$ cat config.mk
export PLATFORM = sky130hd
export DESIGN_NAME = mem_arbiter
export DESIGN_NICKNAME = d
export VERILOG_FILES = /design/src/rtl/frogger_pkg.sv /design/src/rtl/kbd_capture.sv /design/src/rtl/mem_arbiter.sv
export SDC_FILE = /design/constraint.sdc
export NUM_CORES = 1
export LEC_CHECK = 0
export CAP_MARGIN = 20
export CORE_ASPECT_RATIO = 0.75
export CORE_MARGIN = 4
export CORE_UTILIZATION = 30
export CTS_BUF_LIST = sky130_fd_sc_hd__clkbuf_8
export CTS_CLUSTER_DIAMETER = 60
export DETAILED_ROUTE_END_ITERATION = 8
export PLACE_DENSITY = 0.8
export SLEW_MARGIN = 20
export SYNTH_ARGS = -nofsm -noshare
export SYNTH_HDL_FRONTEND = slang
export SYNTH_SLANG_ARGS = --single-unit
export TNS_END_PERCENT = 5
$ cat constraint.sdc
create_clock -name clk -period 1.8 [get_ports clk]
set_input_delay 0.36 -clock clk [delete_from_list [all_inputs] [get_ports clk]]
set_output_delay 0.36 -clock clk [all_outputs]
set_load 0.02 [all_outputs]
$ cat src/rtl/frogger_pkg.sv
// Shared types and constants for the mem_arbiter block.
//   arb_state_e      : arbiter FSM states; the state register also records the current bus owner
//   KBD_ADDR_DEFAULT : default word address that keyboard scan words are written to
package frogger_pkg;

  typedef enum logic [1:0] {
    IDLE    = 2'd0,
    OWN_VGA = 2'd1,
    OWN_CPU = 2'd2,
    OWN_KBD = 2'd3
  } arb_state_e;

  localparam logic [7:0] KBD_ADDR_DEFAULT = 8'hFC;

endpackage

$ cat src/rtl/kbd_capture.sv
// Keyboard scan word synchronizer and change detector.
// Build option: MEM_ARBITER_KBD_EN. When it is undefined, no flops are built here, pending is
// tied to 0 and value to 0, so the arbiter never selects the keyboard.
// Ports:
//   clk, reset : clock and asynchronous active-low reset
//   kbd_data   : raw scan word, asynchronous to clk
//   grant      : the arbiter selects the keyboard write at this edge
//   pending    : a synchronized value not yet written to memory is waiting
//   value      : latest synchronized scan word
module kbd_capture #(
  parameter int unsigned BUS = 32
) (
  input  logic           clk,
  input  logic           reset,
  input  logic [BUS-1:0] kbd_data,
  input  logic           grant,
  output logic           pending,
  output logic [BUS-1:0] value
);

`ifdef MEM_ARBITER_KBD_EN
  logic [BUS-1:0] sync1_q, sync2_q;
  logic [BUS-1:0] last_q, last_d;
  logic           pending_q, pending_d;

  always_comb begin
    last_d    = last_q;
    pending_d = pending_q;
    if (grant) begin
      // sync2_q is the word being written now; stay pending if a newer word arrives this cycle
      last_d    = sync2_q;
      pending_d = (sync1_q != sync2_q);
    end else if (sync2_q != last_q) begin
      pending_d = 1'b1;
    end
  end

  always_ff @(posedge clk or negedge reset) begin
    if (!reset) begin
      sync1_q   <= '0;
      sync2_q   <= '0;
      last_q    <= '0;
      pending_q <= 1'b0;
    end else begin
      sync1_q   <= kbd_data;
      sync2_q   <= sync1_q;
      last_q    <= last_d;
      pending_q <= pending_d;
    end
  end

  assign pending = pending_q;
  assign value   = sync2_q;
`else
  logic unused_inputs;
  assign unused_inputs = ^{clk, reset, kbd_data, grant};
  assign pending       = 1'b0;
  assign value         = '0;
`endif

endmodule

$ cat src/rtl/mem_arbiter.sv
// Single-port memory arbiter for VGA reads, CPU reads/writes and keyboard scan-word writes.
// Fixed priority VGA > CPU > KBD, except that a CPU which has waited MAX_WAIT cycles beats VGA.
// At most one registered memory command per cycle; the winner's grant is registered with it.
// Build option: MEM_ARBITER_KBD_EN enables the keyboard path (see kbd_capture).
// Ports:
//   clk, reset                : clock, asynchronous active-low reset (all outputs to 0)
//   vga_req/addr              : VGA read request; vga_gnt grant pulse; vga_valid/rdata result
//   cpu_req/we/addr/wdata     : CPU request; cpu_gnt grant pulse; cpu_valid/rdata read result
//   kbd_data                  : keyboard scan word (asynchronous)
//   mem_addr/wdata/we/re      : memory command; mem_rdata returns one cycle after mem_re
module mem_arbiter
  import frogger_pkg::*;
#(
  parameter int unsigned    BUS      = 32,
  parameter int unsigned    AW       = 8,
  parameter int unsigned    MAX_WAIT = 4,
  parameter logic [AW-1:0]  KBD_ADDR = AW'(KBD_ADDR_DEFAULT)
) (
  input  logic           clk,
  input  logic           reset,
  input  logic           vga_req,
  input  logic [AW-1:0]  vga_addr,
  output logic           vga_gnt,
  output logic           vga_valid,
  output logic [BUS-1:0] vga_rdata,
  input  logic           cpu_req,
  input  logic           cpu_we,
  input  logic [AW-1:0]  cpu_addr,
  input  logic [BUS-1:0] cpu_wdata,
  output logic           cpu_gnt,
  output logic           cpu_valid,
  output logic [BUS-1:0] cpu_rdata,
  input  logic [BUS-1:0] kbd_data,
  output logic [AW-1:0]  mem_addr,
  output logic [BUS-1:0] mem_wdata,
  output logic           mem_we,
  output logic           mem_re,
  input  logic [BUS-1:0] mem_rdata
);

  localparam int unsigned   WW       = (MAX_WAIT > 0) ? $clog2(MAX_WAIT + 1) : 1;
  localparam logic [WW-1:0] WAIT_SAT = WW'(MAX_WAIT);

  arb_state_e     state_q, state_d;
  logic [WW-1:0]  wait_q, wait_d;
  logic [AW-1:0]  mem_addr_q, mem_addr_d;
  logic [BUS-1:0] mem_wdata_q, mem_wdata_d;
  logic           mem_we_q, mem_we_d;
  logic           mem_re_q, mem_re_d;
  logic           vga_gnt_q, vga_gnt_d;
  logic           cpu_gnt_q, cpu_gnt_d;
  logic           vga_valid_q, vga_valid_d;
  logic           cpu_valid_q, cpu_valid_d;

  logic           kbd_pending;
  logic [BUS-1:0] kbd_value;
  logic           kbd_grant;

  kbd_capture #(
    .BUS (BUS)
  ) u_kbd_capture (
    .clk      (clk),
    .reset    (reset),
    .kbd_data (kbd_data),
    .grant    (kbd_grant),
    .pending  (kbd_pending),
    .value    (kbd_value)
  );

  always_comb begin
    state_d     = IDLE;
    wait_d      = wait_q;
    mem_addr_d  = mem_addr_q;
    mem_wdata_d = mem_wdata_q;
    mem_we_d    = 1'b0;
    mem_re_d    = 1'b0;
    vga_gnt_d   = 1'b0;
    cpu_gnt_d   = 1'b0;

    // Arbitration winner becomes the next owner
    if (cpu_req && (wait_q == WAIT_SAT)) begin
      state_d = OWN_CPU;
    end else if (vga_req) begin
      state_d = OWN_VGA;
    end else if (cpu_req) begin
      state_d = OWN_CPU;
    end else if (kbd_pending) begin
      state_d = OWN_KBD;
    end

    unique case (state_d)
      OWN_VGA: begin
        mem_addr_d = vga_addr;
        mem_re_d   = 1'b1;
        vga_gnt_d  = 1'b1;
      end
      OWN_CPU: begin
        mem_addr_d = cpu_addr;
        cpu_gnt_d  = 1'b1;
        if (cpu_we) begin
          mem_wdata_d = cpu_wdata;
          mem_we_d    = 1'b1;
        end else begin
          mem_re_d = 1'b1;
        end
      end
      OWN_KBD: begin
        mem_addr_d  = KBD_ADDR;
        mem_wdata_d = kbd_value;
        mem_we_d    = 1'b1;
      end
      default: ;
    endcase

    if (state_d == OWN_CPU) begin
      wait_d = '0;
    end else if (cpu_req && (wait_q != WAIT_SAT)) begin
      wait_d = wait_q + 1'b1;
    end

    // state_q still names the owner of the read issued last cycle
    vga_valid_d = mem_re_q && (state_q == OWN_VGA);
    cpu_valid_d = mem_re_q && (state_q == OWN_CPU);
  end

  assign kbd_grant = (state_d == OWN_KBD);

  always_ff @(posedge clk or negedge reset) begin
    if (!reset) begin
      state_q     <= IDLE;
      wait_q      <= '0;
      mem_addr_q  <= '0;
      mem_wdata_q <= '0;
      mem_we_q    <= 1'b0;
      mem_re_q    <= 1'b0;
      vga_gnt_q   <= 1'b0;
      cpu_gnt_q   <= 1'b0;
      vga_valid_q <= 1'b0;
      cpu_valid_q <= 1'b0;
    end else begin
      state_q     <= state_d;
      wait_q      <= wait_d;
      mem_addr_q  <= mem_addr_d;
      mem_wdata_q <= mem_wdata_d;
      mem_we_q    <= mem_we_d;
      mem_re_q    <= mem_re_d;
      vga_gnt_q   <= vga_gnt_d;
      cpu_gnt_q   <= cpu_gnt_d;
      vga_valid_q <= vga_valid_d;
      cpu_valid_q <= cpu_valid_d;
    end
  end

  assign mem_addr  = mem_addr_q;
  assign mem_wdata = mem_wdata_q;
  assign mem_we    = mem_we_q;
  assign mem_re    = mem_re_q;
  assign vga_gnt   = vga_gnt_q;
  assign cpu_gnt   = cpu_gnt_q;
  assign vga_valid = vga_valid_q;
  assign cpu_valid = cpu_valid_q;
  // Read data is forced to zero outside the valid cycle
  assign vga_rdata = vga_valid_q ? mem_rdata : '0;
  assign cpu_rdata = cpu_valid_q ? mem_rdata : '0;

endmodule
==> impl_metrics.sql <==
INSERT INTO impl_metrics (metric_group, metric, value, unit) VALUES
('status', 'status', 'complete, no violations', ''),
('sta', 'timing.final.ws_setup', '90.81', 'ps'),
('global_routing', 'gr-usage-all-layers', '0.1414', ''),
('yosys', 'synth-warning-count', '0', ''),
('placement', 'globalplace.congestion', '0.6963', ''),
('yosys', 'async_flop_share', '1.000', ''),
('finish', 'num_antenna_cells', '0', ''),
('sta', 'fin_setup_tns', '0', 'ps'),
('route', 'firstDrtPassIters', '4', ''),
('sta', 'timing_hold_violations_final', '0', ''),
('yosys', 'synth_cell_types', '20', ''),
('route', 'vias', '2256', ''),
('finish', 'final_cell_area', '0.004741', 'mm2'),
('yosys', 'synth_nets', '338', ''),
('finish', 'layout_common_cells', '127 x clkdlybuf4s50_1, 66 x and2_1, 66 x dlygate4sd2_1', ''),
('power', 'vdd.ir_drop.worst', '572.6', 'uV'),
('clock_tree', 'cts-buffers-inserted', '5', ''),
('clock_tree', 'cts.clk_slew.worst_paths', '90', 'ps'),
('sta', 'clock-skew-final', '6.332', 'ps'),
('sta', 'max_freq', '585.1', 'MHz'),
('yosys', 'synth_cells', '219', ''),
('yosys', 'ys.flop_type', 'dfrtp_1', ''),
('setup_path', 'worst_ep_arrival_time', '1350', 'ps'),
('global_routing', 'first_global_vias', '2242', ''),
('sta', 'fin_crit_sh', '0.9495', ''),
('clock_tree', 'tritoncts', 'yes', ''),
('yosys', 'avgSynthCellArea', '12.05', 'um2'),
('setup_path', 'reg2reg_from', 'wait_q[0]$_DFFE_PN0P_', ''),
('setup_path', 'critPathRequiredTime', '1440', 'ps'),
('setup_path', 'critPathMaxFanout', '33', ''),
('yosys', 'yosysTopAreaCellShare', '0.4836', ''),
('setup_path', 'crit_type', 'register to output pin', ''),
('route', 'drc_errors', '0', ''),
('sta', 'final-setup-viol-count', '0', ''),
('route', 'drt_iter0_drc', '68', ''),
('route', 'routed_wirelength', '7.953', 'mm'),
('setup_path', 'critPathCaptureType', 'output pin', ''),
('sta', 'timing_max_transition_violations_final', '0', ''),
('yosys', 'synthesis.area', '0.002639', 'mm2'),
('run', 'max_cap_viol_count', '0', ''),
('power', 'power_density', '761.0', 'mW/mm2'),
('clock_tree', 'clockBufferDepth', '2', ''),
('setup_path', 'r2r_slack', '110', 'ps'),
('finish', 'num-nets-final', '533', ''),
('finish', 'drive_above_1_share', '0.1470', ''),
('global_routing', 'grt_antenna_before_repair', '0', ''),
('clock_tree', 'clk_root_buffer_cell', 'clkbuf_8', ''),
('global_routing', 'globalRouteMet3Util', '0.04533', ''),
('clock_tree', 'clock_insertion_delay_worst_skew', '300', 'ps'),
('placement', 'buffer_ports.inserted', '194', ''),
('clock_tree', 'cts_max_level', '2', ''),
('sta', 'fin_crit', '1709', 'ps'),
('sta', 'worst_pin_slew', '324.7', 'ps'),
('route', 'vias_per_cell', '4.314', ''),
('yosys', 'synth.area.top_cells', 'dfrtp_1 48%, mux2_4 17%, and2_1 16%', ''),
('setup_path', 'worst-r2r-cell-count', '6', ''),
('yosys', 'seq_area_frac_synth', '0.4836', ''),
('die', 'core_region_area', '0.008527', 'mm2'),
('sta', 'rsz_0062_raised_after_global_routing', 'false', ''),
('route', 'postRouteAntennaNets', '0', ''),
('placement', 'post-place-ws', '-133.6', 'ps'),
('global_routing', 'grt_first_pass_wirelength', '11.69', 'mm'),
('finish', 'postLayoutCoreUtil', '0.5560', ''),
('yosys', 'synth_seq_cells', '51', ''),
('finish', 'area_delta_synth_final', '79.66', '%'),
('yosys', 'netlist.top_cell.by_area', 'dfrtp_1', ''),
('power', 'p_leak', '0.002315', 'uW'),
('clock_tree', 'post-cts-setup-buffers', '0', ''),
('die', 'die-area', '0.01038', 'mm2'),
('global_routing', 'grt_overflow_total', '0', ''),
('die', 'core.rowCount', '29', '');
[through the flow]
stage	hold slack, ps	total power, uW
floorplan	64.41	2200
global placement	366.6	2981
detailed placement	369.5	3019
CTS	37.30	3649
global route	46.72	3791
finish	25.82	3608
[cells in the mapped netlist, types with 2 or more instances]
cell and instances:
and2_1 66, a31oi_1 3, dfrtp_1 51, inv_1 13
ha_1 2, mux2_2 11, buf_6 2, clkbuf_1 10
mux2_4 29, buf_12 3, nand2_1 4, a21oi_1 8
o22ai_1 10
[how the worst max path moves through the flow]
stage	from	endpoint	cells past startpoint
5_1_grt	wait_q[0]$_DFFE_PN0P_	mem_wdata[6]$_DFFE_PN0P_	6
6_report	vga_valid$_DFF_PN0_	vga_rdata[29]	3
3_5_place_dp	mem_rdata[4]	vga_rdata[4]	3
3_3_place_gp	mem_rdata[25]	vga_rdata[25]	3
4_1_cts	vga_valid$_DFF_PN0_	vga_rdata[25]	3
2_1_floorplan	wait_q[0]$_DFFE_PN0P_	mem_wdata[10]$_DFFE_PN0P_	7
[power breakdown]
part / switching, uW / leakage (uW) / internal [uW]
registers: 114 / 0.000611 / 1350
logic: 643 / 0.00166 / 840
clock network: 391 / 0.0000483 / 275
[kinds of logic (layout without fill, tap and decap cells)]
logic type                 Yosys count  count (layout)  synth area share
AOI/OAI and AO/OA                   24              24           0.05690
adders and majority gates            2               2          0.009482
buffers and inverters               28             224           0.06401
DFF                                 51              51            0.4836
muxes                               40              40            0.2120
and+or+nand+nor                     74              74            0.1740
[per-layer routing]
layer	wire [um]	vias up
met5	0	-
met4	14	0
met3	775	2
met2	4030	96
met1	3133	1045
li1	-	1113
[cell type report]
type / count / area (um2)
clock buffer: 5 / 68.82
clock inverter: 3 / 18.77
fill: 722 / 3786
inverter: 13 / 48.80
multi-input combinational: 140 / 1196
sequential: 51 / 1276
tap: 108 / 135.1
timing repair buffer: 203 / 1997
[flip-flops by register name (all words and copies together), names as in the netlist]
register   flops
state_q        2
wait_q         3
cpu_gnt        1
mem_we         1
mem_addr       8
mem_re         1
cpu_valid      1
vga_gnt        1
vga_valid      1
mem_wdata     32
[critical path: stages (launching register included)]
cell and delay [ps]:
dfrtp_1 410, buf_12 160, and2_1 160, dlygate4sd2_1 320
[what timing repair did]
action                                  CTS  global route
resized for setup                        66             1
endpoints found under the setup margin   66             2
hold buffers                              0             0
No activity file was read; power rests on OpenSTA's default activity.
